==> src/rtl/mult_pkg.sv <==
`default_nettype none
// ============================================================================
//  Module      : mult_pkg
//  Description : Shared constants, sizing helper and sequencer state type for
//                the ternary-multiplier byte sequencer.
//                Optional feature macro: MULT_SEQ_CMD_EN (adds the S_CMD
//                command state that selects weight reload or weight reuse).
//  Revision    : 1.0 - initial release
// ============================================================================
package mult_pkg;

    // Ternary weights per weight word (two rows of 7 two-bit codes)
    localparam int IN_LEN    = 14;
    // Output lanes, also the number of rows in one frame
    localparam int OUT_LEN   = 7;
    // Activation width and byte width of the input stream
    localparam int BIT_WIDTH = 8;

    // Number of stream bytes needed to carry a field of the given bit width
    function automatic int bytes_for(input int bits, input int bw);
        return (bits + bw - 1) / bw;
    endfunction

    // Bytes per weight word: ceil(2*IN_LEN / BIT_WIDTH)
    localparam int W_BYTES = bytes_for(2 * IN_LEN, BIT_WIDTH);

    // Sequencer states; S_CMD only exists when the command feature is built
    typedef enum logic [1:0] {
        S_LOAD   = 2'd0,
        S_STREAM = 2'd1,
`ifdef MULT_SEQ_CMD_EN
        S_CMD    = 2'd3,
`endif
        S_DONE   = 2'd2
    } state_t;

    // State entered after reset and after every completed frame
`ifdef MULT_SEQ_CMD_EN
    localparam state_t S_START = S_CMD;
`else
    localparam state_t S_START = S_LOAD;
`endif

endpackage : mult_pkg
`default_nettype wire

==> src/rtl/mult_byte_pack.sv <==
`default_nettype none
// ============================================================================
//  Module      : mult_byte_pack
//  Description : Little-endian byte-to-word assembler. Earlier bytes of a
//                word are held in a shift register; when the final byte is
//                taken, the completed word is presented combinationally
//                together with a one-cycle completion flag so the parent can
//                register it atomically. Bits beyond OutWidth are dropped.
//  Revision    : 1.0 - initial release
// ============================================================================
module mult_byte_pack #(
    parameter int NBytes   = 2,
    parameter int BitWidth = 8,
    parameter int OutWidth = 16
) (
    input  logic                clk,
    input  logic                rst,
    input  logic                take,
    input  logic [BitWidth-1:0] data,
    output logic [OutWidth-1:0] word,
    output logic                done
);

    localparam int CW = (NBytes > 1) ? $clog2(NBytes) : 1;

    logic [CW-1:0] cnt;

    // The word completes on the take that carries its last byte
    assign done = take && (cnt == CW'(NBytes - 1));

    // Byte position counter; wraps to zero once a word completes
    always_ff @(posedge clk) begin
        if (rst) begin
            cnt <= '0;
        end else if (take) begin
            cnt <= done ? '0 : cnt + CW'(1);
        end
    end

    generate
        if (NBytes > 1) begin : g_shift
            localparam int SRW = (NBytes - 1) * BitWidth;

            logic [SRW-1:0] sr;

            // New bytes enter at the top so byte 0 ends up at the bottom
            always_ff @(posedge clk) begin
                if (rst) begin
                    sr <= '0;
                end else if (take) begin
                    sr <= (sr >> BitWidth) | (SRW'(data) << ((NBytes - 2) * BitWidth));
                end
            end

            // Final byte lands in the top slot; surplus upper bits fall off
            assign word = OutWidth'({data, sr});
        end else begin : g_single
            assign word = OutWidth'(data);
        end
    endgenerate

endmodule : mult_byte_pack
`default_nettype wire

==> src/rtl/mult_sequencer.sv <==
`default_nettype none
// ============================================================================
//  Module      : mult_sequencer
//  Description : Turns a byte stream into weight words and activation pairs
//                for a ternary multiplier. Each frame loads one weight word
//                (W_BYTES bytes, little-endian), then streams OutLen rows of
//                two activation bytes, strobing en once per row, and ends
//                with a one-cycle frame_done.
//                Optional feature macro: MULT_SEQ_CMD_EN -- each frame starts
//                with a command byte; cmd[0]=1 reloads weights, cmd[0]=0
//                reuses the current W.
//  Revision    : 1.0 - initial release
// ============================================================================
module mult_sequencer
    import mult_pkg::*;
#(
    parameter int InLen    = IN_LEN,
    parameter int OutLen   = OUT_LEN,
    parameter int BitWidth = BIT_WIDTH
) (
    input  logic                  clk,
    input  logic                  rst,
    input  logic [BitWidth-1:0]   in_data,
    input  logic                  in_valid,
    output logic                  in_ready,
    output logic [2*InLen-1:0]    W,
    output logic [2*BitWidth-1:0] VecIn,
    output logic [2:0]            row,
    output logic                  en,
    output logic                  frame_done
);

    localparam int WW = 2 * InLen;
    localparam int VW = 2 * BitWidth;
    localparam int WB = bytes_for(WW, BitWidth);

    state_t           state;
    state_t           state_nxt;
    logic             take;
    logic             w_take;
    logic             a_take;
    logic             w_done;
    logic             a_done;
    logic [WW-1:0]    w_word;
    logic [VW-1:0]    a_word;
    logic             last_row;

    assign last_row = (row == 3'(OutLen - 1));

    // Weight shadow: W_BYTES bytes assembled into one weight word
    mult_byte_pack #(
        .NBytes   (WB),
        .BitWidth (BitWidth),
        .OutWidth (WW)
    ) u_wpack (
        .clk  (clk),
        .rst  (rst),
        .take (w_take),
        .data (in_data),
        .word (w_word),
        .done (w_done)
    );

    // Activation staging: two bytes per row, low byte first
    mult_byte_pack #(
        .NBytes   (2),
        .BitWidth (BitWidth),
        .OutWidth (VW)
    ) u_apack (
        .clk  (clk),
        .rst  (rst),
        .take (a_take),
        .data (in_data),
        .word (a_word),
        .done (a_done)
    );

    // State register
    always_ff @(posedge clk) begin
        if (rst) begin
            state <= S_START;
        end else begin
            state <= state_nxt;
        end
    end

    // Next-state logic
    always_comb begin
        state_nxt = state;
        case (state)
`ifdef MULT_SEQ_CMD_EN
            S_CMD: begin
                if (take) begin
                    state_nxt = in_data[0] ? S_LOAD : S_STREAM;
                end
            end
`endif
            S_LOAD: begin
                if (w_done) begin
                    state_nxt = S_STREAM;
                end
            end
            S_STREAM: begin
                // Leave once the strobe for the final row has been shown
                if (en && last_row) begin
                    state_nxt = S_DONE;
                end
            end
            S_DONE: begin
                state_nxt = S_START;
            end
            default: begin
                state_nxt = S_START;
            end
        endcase
    end

    // Output / handshake decode; ready is held off during reset and while
    // a row strobe is on the bus so the row index can advance cleanly
    always_comb begin
        in_ready   = 1'b0;
        frame_done = 1'b0;
        case (state)
            S_LOAD, S_STREAM: begin
                in_ready = !rst && !en;
            end
`ifdef MULT_SEQ_CMD_EN
            S_CMD: begin
                in_ready = !rst;
            end
`endif
            S_DONE: begin
                frame_done = !rst;
            end
            default: begin
                in_ready = 1'b0;
            end
        endcase
        take   = in_valid && in_ready;
        w_take = take && (state == S_LOAD);
        a_take = take && (state == S_STREAM);
    end

    // Weight word: replaced only with a complete shadow, never partially
    always_ff @(posedge clk) begin
        if (rst) begin
            W <= '0;
        end else if (w_done) begin
            W <= w_word;
        end
    end

    // Activation pair and its one-cycle strobe; VecIn holds between rows
    always_ff @(posedge clk) begin
        if (rst) begin
            VecIn <= '0;
            en    <= 1'b0;
        end else begin
            en <= a_done;
            if (a_done) begin
                VecIn <= a_word;
            end
        end
    end

    // Row index: advances after each strobe, wraps after the last row,
    // and is held at zero for the frame-end cycle
    always_ff @(posedge clk) begin
        if (rst) begin
            row <= '0;
        end else if (state == S_DONE) begin
            row <= '0;
        end else if (en) begin
            row <= last_row ? 3'd0 : row + 3'd1;
        end
    end

endmodule : mult_sequencer
`default_nettype wire

==> config.mk <==
export PLATFORM = sky130hd
export DESIGN_NAME = mult_sequencer
export DESIGN_NICKNAME = d
export VERILOG_FILES = /design/src/rtl/mult_pkg.sv /design/src/rtl/mult_byte_pack.sv /design/src/rtl/mult_sequencer.sv
export SDC_FILE = /design/constraint.sdc
export NUM_CORES = 1
export LEC_CHECK = 0
export CORE_UTILIZATION = 51
export CTS_CLUSTER_SIZE = 12
export DETAILED_ROUTE_END_ITERATION = 12
export PLACE_DENSITY_LB_ADDON = 0.2
export REMOVE_ABC_BUFFERS = 1
export SETUP_SLACK_MARGIN = 0.4
export SKIP_LAST_GASP = 1
export SYNTH_ARGS = -nofsm -noshare
export SYNTH_HDL_FRONTEND = slang
export SYNTH_SLANG_ARGS = --single-unit
export TNS_END_PERCENT = 5
==> constraint.sdc <==
create_clock -name clk -period 2.01 [get_ports clk]
set_input_delay 0.3015 -clock clk [delete_from_list [all_inputs] [get_ports clk]]
set_output_delay 0.3015 -clock clk [all_outputs]
set_load 0.01 [all_outputs]
==> results of run 1 <==
==> synth_stat cells (all sizes together), types with 2 or more instances <==
library cell  number  area (sq um)
nand3             61         305.3
nand4b             2         17.52
nor2               3         11.26
o21ai             64         320.3
nand2              6         22.52
nand2b             3         18.77
clkbuf            29         108.9
buf                9         60.05
nand3b             2         15.01
a21oi             65         325.3
dfxtp             85          1702
nor2b             17         106.4
mux2              16         180.2
==> routing by layer <==
metal  routed length, um  global-route usage
met5                   0                   0
met4                  66             0.07368
met3                 349             0.05165
met2                3249              0.3347
met1                3214              0.2963
==> cell families after synthesis <==
logic type | after synthesis | synth area share
AND/OR/NAND/NOR | 101 | 0.1719
buffers and inverters | 40 | 0.05361
AO/OA/AOI/OAI | 130 | 0.1989
multiplexers | 16 | 0.05476
flip-flops | 85 | 0.5171
adder cells (fa/ha/maj) | 1 | 0.003802
==> area by class of cell <==
type | count | area (sq um) | share of cell area
clock buffers | 12 | 145.1 | 0.03505
clock inverters | 2 | 35.03 | 0.008459
inverters | 2 | 11.26 | 0.002719
multi-input cells | 248 | 1423 | 0.3435
flip-flops and latches | 85 | 1708 | 0.4124
well taps | 75 | 93.84 | 0.02266
repair buffers | 73 | 725.7 | 0.1752
==> state kept, by name, summed over array words and instances, names as in the netlist, 2 cells and up <==
name	cells
u_apack.g_shift.sr	8
W	28
u_wpack.g_shift.sr	24
VecIn	16
state	2
row	3
u_wpack.cnt	2
==> where the power goes <==
group          switching [uW]  internal (uW)
clock network             554            594
logic                    86.6           47.9
registers                9.01           1690
==> layout by cell type, fill, tap and decap left out, drive strengths merged, types with 2 or more instances in the layout <==
cell type,instances
dfxtp,85
nand3b,2
mux2,16
nand2,6
nor2,3
nand4b,2
clkdlybuf4s50,56
buf,14
nand3,61
nand2b,3
dlygate4sd2,3
a21oi,65
clkbuf,12
o21ai,64
nor2b,17
==> metrics by stage <==
step	TNS (ns)	worst slack, ns
global route	0	0.3282
floorplan	-45.88	-1.220
detailed placement	0	0.03816
CTS	0	0.3304
finish	0	0.3756
global placement	0	0.07819
==> worst register-to-register path, stage by stage (launching register included) <==
cell     delay (ns)
dfxtp_4        0.39
or4b_4         0.59
or4_1          0.41
a21oi_1        0.15
==> worst max-delay path by stage <==
stage / startpoint / endpoint / slack [ns] / cells after the start
2_1_floorplan: en / VecIn[0] / -1.22 / 3
3_3_place_gp: in_valid / W[19] / 0.08 / 5
3_5_place_dp: in_valid / W[16] / 0.04 / 5
4_1_cts: state[0] / W[5] / 0.33 / 5
5_1_grt: en / W[3] / 0.33 / 4
6_report: row[0] / row[0] / 0.38 / 1
==> metrics.txt, run 1 <==
Hold Path Origin rst; WL final 6.879 mm; synthesized cell area 0.003291 sq mm; Power Dens Cells 721.3 mW/mm^2; Avg Vias per Cell 5.557; Pwr Total 2987 uW; Yosys cell types 27; final hold violations 0; n_diodes 0; worst path required time 1.71 ns; # port buffers 60; Area after DPL 0.003936 sq mm; Final period util 0.8132; RR Startpoint en; endpoints failing setup 0; Hold Crit Depth 3; final std cells w/o fill 497; core area 0.006061 sq mm; DRC viols 0; Final Cell Area 0.004141 sq mm; sequential fraction of the synthesis area 0.5171; Fmax 0.6118 GHz; RSZ-0062 raised after global routing true; Worst EP arrival 1.33 ns; slew at the pin closest to its max-slew limit 0.5910 ns; Buf/Inv on CP 1; CTS tree yes; average cell area after synthesis 8.822 sq um; GPL Wtd Cong 0.7355; ys flop type dfxtp_1; startpoint types register; hold_buf cts 0; FP Rows 28; critical path type register to output pin; #FFs+latches synth 85; CP max FO 7; Crit path largest cell delay 0.57 ns; ANT nets after route 0; Initial DRC Count 206; reg2reg setup slack 0.40 ns; share of cells above drive strength 1 0.09716; crit-path cells clkdlybuf4s50_1; CTS root buf clkbuf_8; PostCTS Resize Cnt 7; yosys synthesis warning count 0; drt wl/cell 13.84 um; max capacitance violation total 0; nets@finish 431; Final Skew 0.006823 ns; Initial Util 0.5429; CP top delay family buffers and inverters; via count 2762; Clock Latency Late Sink 0.34 ns; nature of the critical path endpoint output pin; reg2reg path depth 3; largest net degree at the start of global routing 61; Hold Path End u_wpack.g_shift.sr[1]; Critical Path Slowest Stage Cell clkdlybuf4s50_1; CTS Buffer Depth 2; async set-reset flop share out of synthesis 0; htree depth 3; Post-synth EDFFs 0; status completed; Filler cells 510; Final min period 1.634 ns; Crit Reg-Reg Endpoint u_wpack.cnt[0]; worst vdd ir 0.0004403 V; placed instance count 483; Tot GR Track Use 0.2170; DIE AREA 0.006777 sq mm; Syn Inst Count 373; I/O pin cnt 61; TritonCTS sink count 85; antenna violations before repair 0; slew margin rel. 0.6060; setup bufs post-CTS 0; area grow syn2layout 25.86%; Die X 82.33 um; drt first pass iters 4; Overflow after GRT 0; vias in the first global route 2332; static leakage 0.001408 uW; Die Ht 82.33 um; Hold Crit Class input port to register; Max Slew Vio Count 0; clock-pin slew on the worst setup and hold paths 0.08 ns; DPL Wire Length 4.181 mm; Final Util 0.6833; number of buffers created by CTS 9; first-pass GRT wire length 11.19 mm; Fin Hold WS 0.4616 ns
(Power assumes the default switching activity.)
==> run 2, diff against run 1 <==
CORE_UTILIZATION = 46   (was 51)
clock period = 1.3 ns   (was 2.01 ns; I/O delays follow)
==> metrics.txt, run 2 (synthesis results as in run 1) <==
status finished with violations; failing checks setup timing; sequential share of power 0.516 (-0.054); max capacitance violation total 0 (unchanged); max reg flops 28 (unchanged); CP max FO 8 (+1); Power Dens Cells 1191 mW/mm^2 (+65%); Avg Vias per Cell 5.434 (-2.2%); most frequent cells in the layout dfxtp_1, a21oi_1, nand3_1; core area 0.006869 sq mm (+13%); drt first pass iters 6 (+2); Final Cell Area 0.004297 sq mm (+3.7%); TritonCTS sink count 85 (unchanged); Fin Hold WS 0.2870 ns (-0.1746 ns); number of buffers created by CTS 9 (unchanged); Worst EP arrival 1.84 ns (+0.51 ns); Initial Util 0.4791 (-0.06389); CP top delay family simple AND/OR/NAND/NOR gates; Critical Path Slowest Stage Cell or4b_4; nature of the critical path endpoint register; setup bufs post-CTS 0 (unchanged); slew at the pin closest to its max-slew limit 0.4437 ns (-0.1473 ns); vias in the first global route 2628 (+13%); crit-path cells or4b_4 > or4_4 > a21oi_2; static leakage 0.001483 uW (+5.3%); slew margin rel. 0.7042 (+0.09818); RSZ-0062 raised after global routing true; drt wl/cell 14.05 um (+1.5%); Comb power frac 0.043 (-0.002); Sw Share 0.2045 (-0.01305); antenna violations before repair 0 (unchanged); first-pass GRT wire length 12.54 mm (+12%); Die Ht 86.58 um (+5.2%); endpoints failing setup 130 (+130); DRC viols 0 (unchanged); startpoint types register; # port buffers 60 (unchanged); CTS Buffer Depth 2 (unchanged); Overflow after GRT 0 (unchanged); clock-pin slew on the worst setup and hold paths 0.08 ns (about the same); WL final 7.449 mm (+8.3%); Fmax 0.6415 GHz; Crit path largest cell delay 0.60 ns (+0.03 ns); Max Slew Vio Count 0 (unchanged); Buf/Inv on CP 0 (-1); FP Rows 30 (+7.1%); Area after DPL 0.004033 sq mm (+2.4%); worst path required time 1.58 ns (-0.13 ns); Tot GR Track Use 0.2131 (-0.003829); Clock Latency Late Sink 0.35 ns (about the same); CTS root buf clkbuf_8; Final period util 1.199; share of cells above drive strength 1 0.1313 (+0.03418); top flop regs W x28, u_wpack.g_shift.sr x24, VecIn x16; nets@finish 442 (+2.6%); area grow syn2layout 30.57%; via count 2880 (+4.3%); htree depth 3 (unchanged); Final min period 1.559 ns; n_diodes 0 (unchanged); Hold Crit Class input port to register; Die X 86.58 um (+5.2%); critical path type register to register; Biggest register W; I/O pin cnt 61 (unchanged); Psw 1047 uW (+61%); DPL Wire Length 4.875 mm (+17%); CTS tree yes; worst vdd ir 0.0009660 V (+120%); largest net degree at the start of global routing 63 (+3.3%); final worst setup slack -0.2590 ns (-0.6345 ns); Initial DRC Count 215 (+4.4%); GPL Wtd Cong 0.7343 (-0.16%); internal power 4070 uW (+74%); most common cell after layout, fill and taps aside dfxtp_1; Final Skew 0.01061 ns (+0.003782 ns); DIE AREA 0.007496 sq mm (+11%); ANT nets after route 0 (unchanged); final hold violations 0 (unchanged); clock share of power 0.441 (+0.056)
run 2: cell count changes in the layout (fill, tap and decap cells not counted), moves of 2 or more:
| cell | before | now |
|---|---|---|
| buf_4 | 9 | 20 |
| o21ai_0 | 62 | 54 |
| o21ai_1 | 2 | 10 |
| buf_6 | 1 | 3 |
| bufinv_16 | 1 | 3 |
| clkbuf_1 | 2 | 0 |
| dlygate4sd2_1 | 3 | 1 |
run 2: worst paths after layout:
kind	from	endpoint	slack, ns	cells past startpoint
hold reg to reg	u_wpack.g_shift.sr[7]	W[7]	0.46	2
setup reg to reg	en	u_wpack.cnt[0]	-0.26	3
setup / recovery	en	u_wpack.cnt[0]	-0.26	3
hold / removal	rst	state[1]	0.29	3
run 2: cell type report:
class	count	area, sq um
Multi-Input combinational cell	248	1423
Clock buffer	11	151.4
Clock inverter	4	95.09
Tap cell	96	120.1
Sequential cell	85	1705
Inverter	2	7.507
Fill cell	595	2572
Timing Repair Buffer	84	794.5
run 2: metal layers:
layer	part of all wire	GRT usage	vias up
li1	-	-	1437
met1	0.46	0.2578	1372
met2	0.49	0.3658	61
met3	0.039	0.04857	10
met4	0.015	0.08788	0
met5	0	0	-
run 2: worst min-delay path: stages:
cell	delay [ns]
buf_2	0.19
buf_4	0.16
nor4_1	0.05
run 2: repair_timing:
| item | CTS | global route |
|---|---|---|
| resized for setup | 13 | 13 |
| endpoints found under the setup margin | 135 | 135 |
| pin swaps | 2 | 1 |
| hold buffers | 0 | 0 |
run 2: power groups by stage:
stage	clock network (uW)	registers [uW]	logic [uW]
2_1_floorplan	0	2700	76.4
3_3_place_gp	0	2700	211
3_5_place_dp	0	2700	213
4_1_cts	2300	2640	214
5_1_grt	2410	2640	241
6_report	2260	2640	221
run 2: through the flow:
step,std cells,util,TNS [ns],total power (uW),worst slack [ns]
2_1_floorplan,335,-,-103.91,2771,-1.930
3_3_place_gp,515,0.5871,-36.46,2909,-0.5087
3_5_place_dp,515,0.5871,-40.08,2912,-0.5470
4_1_cts,530,0.6233,-22.73,5147,-0.2526
5_1_grt,530,0.6255,-28.18,5288,-0.2911
6_report,530,0.6255,-20.65,5117,-0.2590
==> run 3, diff against run 2 <==
REMOVE_ABC_BUFFERS = default   (was 1)
==> metrics.txt, run 3 (synthesis results as in run 1) <==
Avg Vias per Cell 5.396 (-0.70%); Initial DRC Count 207 (-3.7%); Biggest register W; GR Layer Usage met1 0.3051 (+0.04724); drt first pass iters 4 (-2); CTS tree yes; static leakage 0.001468 uW (-0.98%); DPL Wire Length 5.029 mm (+3.1%); Die X 86.58 um (unchanged); I/O pin cnt 61 (unchanged); Fin Hold WS 0.3758 ns (+0.08880 ns); most common cell after layout, fill and taps aside dfxtp_1; Final Util 0.6268 (+0.001275); worst path required time 1.53 ns (-0.05 ns); Clock Latency Late Sink 0.35 ns (about the same); CTS root buf clkbuf_8; ANT nets after route 0 (unchanged); TritonCTS sink count 85 (unchanged); nature of the critical path endpoint register; startpoint types register; Power Dens Cells 1029 mW/mm^2 (-14%); Final min period 1.552 ns (-0.007004 ns); area grow syn2layout 30.84%; WL final 7.842 mm (+5.3%); hold_buf cts 0 (unchanged); clock-pin slew on the worst setup and hold paths 0.08 ns (about the same); DIE AREA 0.007496 sq mm (unchanged); largest net degree at the start of global routing 49 (-22%); RSZ-0062 raised after global routing true; Final period util 1.194 (-0.005388); slew at the pin closest to its max-slew limit 0.3651 ns (-0.07862 ns); Final Skew 0.005108 ns (-0.005497 ns); drt wl/cell 14.71 um (+4.7%); endpoints failing setup 128 (-1.5%); failing checks setup timing; GPL Wtd Cong 0.7582 (+3.3%); top flop regs W x28, u_wpack.g_shift.sr x24, VecIn x16; share of cells above drive strength 1 0.1556 (+0.02427); Fmax 0.6443 GHz (+0.45%); Hold Crit Class input port to register; number of buffers created by CTS 9 (unchanged); most frequent cells in the layout dfxtp_1, a21oi_1, nand3_1; nets@finish 444 (+0.45%); Worst EP arrival 1.78 ns (-0.06 ns); worst vdd ir 0.0006729 V (-30%); max capacitance violation total 0 (unchanged); Overflow after GRT 0 (unchanged); antenna violations before repair 0 (unchanged); Die Ht 86.58 um (unchanged); # port buffers 60 (unchanged); DRC viols 0 (unchanged); Post-Syn Nets 385; Setup TNS -22.45 ns (-1.805 ns); via count 2876 (-0.14%); n_diodes 0 (unchanged); Tot GR Track Use 0.2198 (+0.006616); htree depth 3 (unchanged); Max Slew Vio Count 0 (unchanged); vias in the first global route 2645 (+0.65%); core area 0.006869 sq mm (unchanged); GRT busiest layer met2; critical path type register to register; met2 Use GR 0.3377 (-0.02814); first-pass GRT wire length 12.90 mm (+2.9%); max reg flops 28 (unchanged); final worst setup slack -0.2520 ns (+0.007004 ns); CTS Buffer Depth 2 (unchanged); slew margin rel. 0.7566 (+0.05241); final hold violations 0 (unchanged); FP Rows 30 (unchanged); Initial Util 0.4791 (unchanged); met3 Use GR 0.03714 (-0.01143); CP max FO 48 (+40); status finished with violations
[run 3: cell count changes in the layout (fill, tap and decap cells not counted), moves of 3 or more]
cell	change
mux2_1	-9
o21ai_0	+4
clkinv_2	+3
bufinv_16	-3
dfxtp_4	+3
buf_12	+3
mux2_4	+9
o21ai_1	-4
[run 3: final cells by class]
| class | instances | area, sq um |
|---|---|---|
| Clock buffer | 11 | 131.4 |
| Clock inverter | 5 | 27.53 |
| Fill cell | 611 | 2564 |
| Inverter | 2 | 7.507 |
| Multi-Input combinational cell | 248 | 1454 |
| Sequential cell | 85 | 1714 |
| Tap cell | 96 | 120.1 |
| Timing Repair Buffer | 86 | 850.8 |
[run 3: path summary, 6_finish.rpt]
path	from	end	slack [ns]	cells past startpoint
hold / removal	rst	u_apack.cnt	0.38	4
hold reg to reg	u_wpack.g_shift.sr[0]	W[0]	0.46	2
setup reg to reg	state[1]	u_apack.g_shift.sr[5]	-0.25	4
setup / recovery	state[1]	u_apack.g_shift.sr[5]	-0.25	4
[run 3: timing repair]
item                                    in CTS  in global routing
gates resized for setup                     24                  5
hold endpoints to repair                     0                  0
pin swaps                                    2                  0
endpoints found under the setup margin     135                135
setup buffers                                5                  0
[run 3: where the power goes]
group          internal [uW]  total (uW)  switching [uW]
Combinational           76.7         218             141
Sequential              2620        2630            16.3
Clock                    682        1580             899
Total                   3370        4430            1060
[run 3: critical path: stages (launching register included)]
cell and delay, ns:
dfxtp_4 0.37, or4b_4 0.57, buf_12 0.20, o21ai_0 0.18
a21oi_1 0.09
[run 3: metal layers]
| layer | wire length (um) | part of all wire | vias to the layer above |
|---|---|---|---|
| li1 | - | - | 1440 |
| met1 | 3706 | 0.47 | 1355 |
| met2 | 3717 | 0.47 | 71 |
| met3 | 309 | 0.039 | 10 |
| met4 | 108 | 0.014 | 0 |
| met5 | 0 | 0 | - |
[run 3: metrics by stage]
stage | cell area (sq um) | power (uW) | instances | setup slack [ns]
after floorplan | 3336 | 2821 | 373 | -0.4095
after global placement | 4083 | 2915 | 512 | -0.5123
after detailed placement | 4083 | 2917 | 512 | -0.5209
after CTS | 4305 | 4459 | 533 | -0.2495
after global routing | 4305 | 4596 | 533 | -0.3112
final | 4305 | 4431 | 533 | -0.2520
==> edit: new RTL, settings of run 1 <==
The package constant `BIT_WIDTH` goes from 8 to 4.
--- a/src/rtl/mult_pkg.sv
+++ b/src/rtl/mult_pkg.sv
@@ -16,3 +16,3 @@
     // Activation width and byte width of the input stream
-    localparam int BIT_WIDTH = 8;
+    localparam int BIT_WIDTH = 4;
 
Interface: changed (resized VecIn and in_data); port bits go from 61 to 49. The function was not compared with the original's and may differ.
==> edit against run 1 <==
  * Sequential cell count fell by 11
  * Cell count fell by 8.5%
  * Non-clock buffer count fell by 7
  * First-iteration DRC count rose by 17%
  * Largest power group unchanged
  * Maximum frequency fell by 2.2%
  * Global-route usage fell by 0.88 points
  * Design area fell by 7.9%
  * Power rose by 2.9%
  * Setup slack got worse by 0.036 ns
  * Wire length fell by 6.8%
  * Area after synthesis fell by 12%
==> edit: results (changes against run 1) <==
| Metric | Value |
|---|---|
| Status | completed |
| Area occupied by registers | 1490 sq um (-13%) |
| Multi-input logic portion of the cell area | 0.334 (-0.00908) |
| Met3 layer usage reported by global route | 0.0353 (-0.0164) |
| Routability Congestion | 0.783 (+6.4%) |
| Share of synthesized area occupied by flip-flops and latches | 0.512 (-0.00522) |
| Cell family with the largest share of critical-path delay | simple AND/OR/NAND/NOR gates |
| WL met3 | 265 um (-24%) |
| Slew headroom | 0.544 (-0.0616) |
| Reported clock group power | 1470 uW (+28%) |
| Crit path DAT | 1.89 ns (+0.56 ns) |
| Largest registers ranked by flip-flop count | W (28), u_wpack.g_shift.sr (24), VecIn (8) |
| GR Util met2 | 0.327 (-0.00728) |
| Buffers outside the clock class | 66 (-9.6%) |
| Post-cts resize count | 5 (-2) |
| Number of fill cells in the layout | 466 (-8.6%) |
| Synth top area cells | dfxtp_1 51%, a21oi_1 11%, o21ai_0 10%, nand3_1 10%, clkbuf_1 3.9% |
| Count of multi-input gates | 227 (-8.5%) |
| Clock network area share | 0.0663 (+0.0228) |
| Wire length of the first global-routing pass | 9910 um (-11%) |
| Power of the sequential group | 1480 uW (-13%) |
| Maximum single-stage delay on the critical path | 0.71 ns (+0.14 ns) |
| Share of total power consumed by net switching | 0.200 (-0.0177) |
| Total via count after detailed routing | 2616 (-5.3%) |
| Number of global-route vias before repair | 2124 (-8.9%) |
| Slowest cell on the critical path | or4b_2 |
| Global-route met1 utilization | 0.278 (-0.0180) |
| Largest net degree at the start of global routing | 70 (+15%) |
| Library cells used by synthesis | 25 (-7.4%) |
| Number of nets in the final layout | 389 (-9.7%) |
| Portion of the layout cell area used by non-clock buffers | 0.183 (+0.00790) |
| Detailed route wirelength on metal2 | 3070 um (-5.4%) |
| Cell area after synthesis | 2890 sq um (-12%) |
| Fraction of standard cell area that is sequential | 0.391 (-0.0218) |
| Worst setup path startpoint | state[1] |
| Iteration-0 DRC count of the detailed router | 242 (+17%) |
| Post-detailed-placement half-perimeter wirelength | 3580 um (-14%) |
| Post-synth top cells | 74 x dfxtp_1, 62 x a21oi_1, 59 x o21ai_0 |
| Placed cell area | 3440 sq um (-13%) |
| Max IR drop VDD | 540 uV (+23%) |
| Register bit count reported by yosys | 74 (-13%) |
| Leakage power summed over all cells | 0.00131 uW (-7.0%) |
| Maximum fanout encountered on the critical timing path | 6 (-1) |
| GR Util All Layers | 0.208 (-0.00884) |
| Count of buffers inserted at the top-level ports | 48 (-20%) |
-- edit: path summary, 6_finish.rpt --
check                            to  slack, ns  cells past startpoint
min reg2reg                    W[1]       0.47                      2
max reg2reg  u_wpack.g_shift.sr[20]       0.34                      4
max          u_wpack.g_shift.sr[20]       0.34                      4
min                        VecIn[4]       0.41                      3
-- edit: per-stage QoR --
stage                     setup WS (ns)  cells  total power [uW]  hold WS [ns]
after floorplan                  -0.961    302              1560         0.371
after global placement           0.0878    435              1620         0.452
after detailed placement         0.0417    435              1620         0.458
after CTS                         0.218    449              3070         0.389
final                             0.339    455              3070         0.411
after global routing              0.279    455              3170         0.425
-- edit: cells by family (layout without fill, tap and decap cells) --
logic type,after synthesis,in the layout,synth area share
DFF,74,74,0.512
adders and majority gates,2,2,0.00865
muxes,8,8,0.0311
buffers and inverters,35,82,0.0510
AOI/OAI and AO/OA,124,124,0.217
and+or+nand+nor,92,93,0.180
